`config.mk`:
```
export PLATFORM = sky130hd
export DESIGN_NAME = mem_access_ctrl
export DESIGN_NICKNAME = d
export VERILOG_FILES = /design/src/rtl/mem_stage_pkg.sv /design/src/rtl/mem_busy_timer.sv /design/src/rtl/mem_access_ctrl.sv
export SDC_FILE = /design/constraint.sdc
export NUM_CORES = 1
export LEC_CHECK = 0
export ABC_AREA = 1
export BUFFER_PORTS_ARGS = -buffer_cell sky130_fd_sc_hd__buf_2
export CAP_MARGIN = 15
export CELL_PAD_IN_SITES_DETAIL_PLACEMENT = 0
export CELL_PAD_IN_SITES_GLOBAL_PLACEMENT = 1
export CORE_ASPECT_RATIO = 1.5
export CORE_UTILIZATION = 34
export DETAILED_ROUTE_END_ITERATION = 10
export PLACE_DENSITY_LB_ADDON = 0.1
export SETUP_SLACK_MARGIN = 0.05
export SYNTH_ARGS = -nofsm -noshare
export SYNTH_HDL_FRONTEND = slang
export SYNTH_HIERARCHICAL = 1
export SYNTH_SLANG_ARGS = --single-unit
```
`constraint.sdc`:
```
create_clock -name clk -period 6.55 [get_ports clk]
set_input_delay 0.9825 -clock clk [delete_from_list [all_inputs] [get_ports clk]]
set_output_delay 0.9825 -clock clk [all_outputs]
set_load 0.005 [all_outputs]
```
`src/rtl/mem_stage_pkg.sv`:
```
// mem_stage_pkg: shared definitions for the MEM-stage access controller.
//   state_t        FSM encoding (IDLE=0, BUSY=1)
//   DATA_W_DEF     default data/address width
//   REG_W_DEF      default register-index width
//   WB_BUBBLE_BIT  fill value for every MEM/WB field when a bubble is retired
package mem_stage_pkg;

    typedef enum logic {
        IDLE = 1'b0,
        BUSY = 1'b1
    } state_t;

    localparam int unsigned DATA_W_DEF = 32;
    localparam int unsigned REG_W_DEF  = 5;

    // A bubble is all MEM/WB fields zero; the top replicates this bit
    // across its parameter-sized MEM/WB record.
    localparam logic WB_BUBBLE_BIT = 1'b0;

endpackage

```
`src/rtl/mem_busy_timer.sv`:
```
// mem_busy_timer: clear/enable up-counter with terminal-count flag.
//   i_clk  clock, rising edge
//   i_rst  asynchronous active-high reset
//   i_clr  synchronous clear to 0 (wins over i_en)
//   i_en   count enable; the count holds once it reaches TC-1
//   o_tc   high while count == TC-1
module mem_busy_timer #(
    parameter int unsigned TC = 16    // terminal count + 1, must be >= 2
) (
    input  logic i_clk,
    input  logic i_rst,
    input  logic i_clr,
    input  logic i_en,
    output logic o_tc
);

    localparam int unsigned CW = $clog2(TC);

    logic [CW-1:0] r_cnt;
    logic          w_tc;

    assign w_tc = (r_cnt == CW'(TC - 1));
    assign o_tc = w_tc;

    always_ff @(posedge i_clk or posedge i_rst) begin
        if (i_rst) begin
            r_cnt <= '0;
        end else if (i_clr) begin
            r_cnt <= '0;
        end else if (i_en && !w_tc) begin
            r_cnt <= r_cnt + 1'b1;
        end
    end

endmodule

```
`src/rtl/mem_access_ctrl.sv`:
```
// mem_access_ctrl: MEM-stage access controller and MEM/WB pipeline register.
// Optional build macro: MEM_ALIGN_CHECK_EN (misaligned accesses retire as a
// bubble without a memory request and raise MemErr the following cycle).
//   clk, reset                 clock / async active-high reset
//   Address, WriteDataMEM,     EX/MEM data inputs
//   WriteRegMEM
//   RegWriteMEM, MemReadMEM,   EX/MEM control inputs
//   MemWriteMEM, MemtoRegMEM
//   mem_req/mem_we/mem_addr/   request/acknowledge data-memory port
//   mem_wdata, mem_ack, mem_rdata
//   Stall                      freezes PC, IF/ID, ID/EX, EX/MEM
//   ReadDataWB, ALUResultWB,   MEM/WB register outputs
//   WriteRegWB, RegWriteWB, MemtoRegWB
//   MemErr                     one-cycle error pulse (timeout / misalign)
module mem_access_ctrl
    import mem_stage_pkg::*;
#(
    parameter int unsigned DATA_W      = DATA_W_DEF,
    parameter int unsigned REG_W       = REG_W_DEF,
    parameter int unsigned TIMEOUT_CYC = 16
) (
    input  logic              clk,
    input  logic              reset,
    input  logic [DATA_W-1:0] Address,
    input  logic [DATA_W-1:0] WriteDataMEM,
    input  logic [REG_W-1:0]  WriteRegMEM,
    input  logic              RegWriteMEM,
    input  logic              MemReadMEM,
    input  logic              MemWriteMEM,
    input  logic              MemtoRegMEM,
    output logic              mem_req,
    output logic              mem_we,
    output logic [DATA_W-1:0] mem_addr,
    output logic [DATA_W-1:0] mem_wdata,
    input  logic              mem_ack,
    input  logic [DATA_W-1:0] mem_rdata,
    output logic              Stall,
    output logic [DATA_W-1:0] ReadDataWB,
    output logic [DATA_W-1:0] ALUResultWB,
    output logic [REG_W-1:0]  WriteRegWB,
    output logic              RegWriteWB,
    output logic              MemtoRegWB,
    output logic              MemErr
);

    typedef struct packed {
        logic [DATA_W-1:0] rdata;
        logic [DATA_W-1:0] alu;
        logic [REG_W-1:0]  wreg;
        logic              regwrite;
        logic              memtoreg;
    } mem_wb_t;

    localparam mem_wb_t WB_BUBBLE = mem_wb_t'({$bits(mem_wb_t){WB_BUBBLE_BIT}});

    state_t              r_state;
    mem_wb_t             r_wb;
    logic [REG_W-1:0]    r_wreg;
    logic                r_regwrite;
    logic                r_memtoreg;

    logic                w_access;
    logic                w_misalign;
    logic                w_start;
    logic                w_tc;
    logic                w_timeout;

    assign w_access = MemReadMEM | MemWriteMEM;

`ifdef MEM_ALIGN_CHECK_EN
    assign w_misalign = w_access & (Address[1:0] != 2'b00);
`else
    assign w_misalign = 1'b0;
`endif

    assign w_start   = w_access & ~w_misalign;
    // An ack on the terminal-count cycle still completes the access.
    assign w_timeout = (r_state == BUSY) & w_tc & ~mem_ack;

    // Combinational so the detect cycle already freezes upstream; gated by
    // reset so the stall drops immediately on an asynchronous reset.
    assign Stall = ~reset & ((r_state == IDLE) ? w_start : (~mem_ack & ~w_timeout));

    mem_busy_timer #(
        .TC (TIMEOUT_CYC)
    ) u_timer (
        .i_clk (clk),
        .i_rst (reset),
        .i_clr ((r_state == IDLE) & w_start),
        .i_en  (r_state == BUSY),
        .o_tc  (w_tc)
    );

    always_ff @(posedge clk or posedge reset) begin
        if (reset) begin
            r_state    <= IDLE;
            mem_req    <= 1'b0;
            mem_we     <= 1'b0;
            mem_addr   <= '0;
            mem_wdata  <= '0;
            r_wreg     <= '0;
            r_regwrite <= 1'b0;
            r_memtoreg <= 1'b0;
            r_wb       <= WB_BUBBLE;
            MemErr     <= 1'b0;
        end else begin
            MemErr <= 1'b0;
            r_wb   <= WB_BUBBLE;
            case (r_state)
                IDLE: begin
                    if (w_start) begin
                        mem_req    <= 1'b1;
                        mem_we     <= MemWriteMEM;
                        mem_addr   <= Address;
                        mem_wdata  <= WriteDataMEM;
                        r_wreg     <= WriteRegMEM;
                        r_regwrite <= RegWriteMEM;
                        r_memtoreg <= MemtoRegMEM;
                        r_state    <= BUSY;
                    end else if (w_misalign) begin
                        MemErr <= 1'b1;
                    end else begin
                        r_wb <= '{rdata:    '0,
                                  alu:      Address,
                                  wreg:     WriteRegMEM,
                                  regwrite: RegWriteMEM,
                                  memtoreg: MemtoRegMEM};
                    end
                end
                BUSY: begin
                    if (mem_ack) begin
                        r_wb <= '{rdata:    mem_we ? '0 : mem_rdata,
                                  alu:      mem_addr,
                                  wreg:     r_wreg,
                                  regwrite: r_regwrite,
                                  memtoreg: r_memtoreg};
                        mem_req <= 1'b0;
                        r_state <= IDLE;
                    end else if (w_timeout) begin
                        MemErr  <= 1'b1;
                        mem_req <= 1'b0;
                        r_state <= IDLE;
                    end
                end
                default: r_state <= IDLE;
            endcase
        end
    end

    assign ReadDataWB  = r_wb.rdata;
    assign ALUResultWB = r_wb.alu;
    assign WriteRegWB  = r_wb.wreg;
    assign RegWriteWB  = r_wb.regwrite;
    assign MemtoRegWB  = r_wb.memtoreg;

endmodule

```
==> impl_metrics.tcl <==
set metrics [dict create \
    drt_iter0_drc 231 \
    cts_resized 0 \
    synthTopCellsByArea "dfrtp_1 67%, nand2_1 17%, inv_1 3.7%, o21ai_0 2.8%, nand3_1 2.5%" \
    first_pass_iters 4 \
    cts.reportedPaths.clkPinSlew_ns 0.07 \
    fin_crit_sh_pct 41.3 \
    drv_slew 0 \
    cts-root-buf "clkbuf_16" \
    synth_ff_type "dfrtp_1" \
    synth-compound-area-share_pct 3.28 \
    critPathRequiredTime_ns 5.57 \
    cts_tree "yes" \
    yosys.area_share.simple_pct 23.0 \
    outcome "complete, no violations" \
    p_total_mw 2.95 \
    cap_violations 0 \
    worst_pin_slew_ns 1.02 \
    synth-xor-area-share_pct 0.156 \
    synth-async-reset-ratio_pct 100 \
    synth_edf_count 0 \
    detailroute.via_count 4687 \
    rows 57 \
    critPathMaxFanout 28 \
    seq_power_share_pct 43.5 \
    synth.distinct_cells 20 \
    min_path_type "reg -> reg" \
    cp.arrival_ns 1.73 \
    wl_per_cell_um 13.8 \
    drt_wl_total_mm 14.7 \
    cts.path.max_buffers 2 \
    synth_top_cell_by_area "dfrtp_1" \
    setup_slack_ns 3.84 \
    period_minus_slack_ns 2.71 \
    switching_share_pct 29.9 \
    crit_family "buffers and inverters" \
    antenna_found_initial 2 \
    gp_congestion 0.709 \
    crit_slowest_cell "dfrtp_1" \
    clkPwrFrac_pct 34.9 \
    synth_mux_area_share_pct 0 \
    grt_max_degree 89 \
    core_area_um2 16200 \
    drive_above_1_share_pct 33.5 \
    drc 0 \
    p_switching_uw 884 \
    antenna_left 0 \
    finalSetupViolations 0 \
    synth_area_per_cell_um2 9.32 \
    fp.dieW_um 107 \
    fin_setup_tns_ns 0 \
    io_pins 247 \
    area_delta_synth_final_pct 35.8 \
    fin_skew_ns 0.0141 \
    via_per_inst 4.42 \
    cts_buffers 17 \
    power_leakage_nw 4.57 \
    clock_latency_ns 0.42 \
    rsz0062_at_grt "false" \
    grt_pass1_vias 4769 \
    synth_top_family_by_area "simple AND/OR/NAND/NOR gates" \
    crit_type "reg -> out" \
    ys_seq_area_share_pct 66.9 \
    synth-seq-cells 150 \
    postCtsSetupBuffers 0 \
    worst_setup_path_end_kind "output pin" \
    critPathMaxStageDelay_ns 0.46 \
    htree_levels 4 \
    r2r_cells 4 \
    critPathBufInv 2 \
    synth_top_cell_area_share_pct 66.9 \
    start_kind "register" \
    cts_num_sinks 150 \
    min_path_cells 2 \
    cp.depth 4 \
    grt_pass1_wl_mm 23.8 \
    crit_chain "inv_2 > o21ai_4 > a21oi_1 > buf_2" \
    post-dp-hpwl_mm 10.0 \
    power_density_nw_per_um2 387 \
    irDropWorstVdd_mv 0.152 \
    fmax_mhz 369 \
    ys_warn_count 6 \
    synth_area_um2 5610 \
    nets 952 \
    postLayoutCoreUtil_pct 47.1 \
    initial_utilization_pct 34.7 \
    port_buffers 246 \
    p_comb_share_pct 21.6 \
    die_y_um 159 \
    slew_headroom_pct 32.2 \
    dieArea_um2 17000 \
    syn_nets 711 \
    post-place-ws_ns 3.49 \
    synth_fa_ha_area_share_pct 0.223 \
    cts_hold_buf 0 \
    hold_violations 0 \
    syn_inst 602 \
    intPower_mw 2.07 \
    synthTopCellsByCount "258 x nand2_1, 150 x dfrtp_1, 56 x inv_1" \
    grt_remaining_overflow 0 \
    yosysMostFrequentCell "nand2_1" \
    grt_use_total_pct 18.1 \
]
## sequential cells by signal, indices dropped and copies added (netlist names)
| signal | count |
|---|---|
| mem_req | 1 |
| MemtoRegWB | 1 |
| r_wreg | 5 |
| ALUResultWB | 32 |
| ReadDataWB | 32 |
| WriteRegWB | 5 |
| MemErr | 1 |
| r_regwrite | 1 |
| r_state | 1 |
| r_memtoreg | 1 |
| mem_wdata | 32 |
| RegWriteWB | 1 |
| mem_addr | 32 |
| mem_we | 1 |
| u_timer/r_cnt | 4 |
## power by group through the flow
| stage | sequential, mW | combinational, mW | clock [mW] |
|---|---|---|---|
| 6_report | 1.28 | 0.638 | 1.03 |
| 5_1_grt | 1.32 | 0.732 | 1.09 |
| 4_1_cts | 1.29 | 0.657 | 1.06 |
| 3_5_place_dp | 1.30 | 0.656 | 0 |
| 3_3_place_gp | 1.29 | 0.642 | 0 |
| 2_1_floorplan | 1.31 | 0.303 | 0 |
## per-stage QoR
stage,hold WS (ns),instance area (um2),std cells
2_1_floorplan,0.449,5610,602
3_3_place_gp,0.459,7000,1030
3_5_place_dp,0.460,7000,1030
4_1_cts,0.477,7620,1060
5_1_grt,0.487,7620,1061
6_report,0.472,7620,1061
## per-layer routing
metal / GRT usage, % / wire length [um]
met5: 0 / 8
met2: 30.1 / 7120
met1: 21.2 / 5930
met3: 6.06 / 1290
met4: 7.29 / 338
## cells in the final DEF (no fill, tap or decap), drive strengths merged
master / n
nand2: 258
buf: 249
dfrtp: 150
inv: 61
nor2: 39
o21ai: 34
nand3: 28
clkbuf: 19
bufinv: 4
clkinv: 3
a21oi: 2
clkinvlp: 2
nand4: 2
diode: 1
nor3: 1
xor2: 1
ha: 1
## final timing paths
path / from / to / slack [ns]
worst min register to register: mem_wdata[31]$_DFFE_PP0P_ / mem_wdata[31]$_DFFE_PP0P_ / 0.47
min in group asynchronous: reset / u_timer/r_cnt[0]$_DFFE_PP0P_ / 0.49
worst min-delay path: mem_wdata[31]$_DFFE_PP0P_ / mem_wdata[31]$_DFFE_PP0P_ / 0.47
max in group asynchronous: reset / mem_wdata[19]$_DFFE_PP0P_ / 4.48
worst max register to register: r_state$_DFF_PP0_ / ReadDataWB[23]$_DFF_PP0_ / 4.19
worst max-delay path: r_state$_DFF_PP0_ / Stall / 3.84
## worst reg2reg max path, cell delays in order (launching register included)
cell	delay (ns)
dfrtp_1	0.47
nand2_1	0.10
inv_2	0.57
nand2_1	0.80
nor2_1	0.32
## cells by family (layout without fill, tap and decap cells)
| logic type | Yosys count | after routing |
|---|---|---|
| and+or+nand+nor | 328 | 328 |
| AOI/OAI and AO/OA | 36 | 36 |
| DFF | 150 | 150 |
| other | 0 | 1 |
| adders and majority gates | 1 | 1 |
| xor gates and xnor gates | 1 | 1 |
| buffers and inverters | 86 | 338 |
## layout make-up
| class | count | area [um2] |
|---|---|---|
| fillers | 1601 | 8570 |
| flip-flops and latches | 150 | 3750 |
| multi-input cells | 366 | 1510 |
| repair buffers | 249 | 1250 |
| clock buffers | 19 | 443 |
| well taps | 206 | 258 |
| inverters | 59 | 226 |
| clock inverters | 11 | 175 |
| diodes | 1 | 2.50 |
No activity file was read; power rests on OpenSTA's default activity.
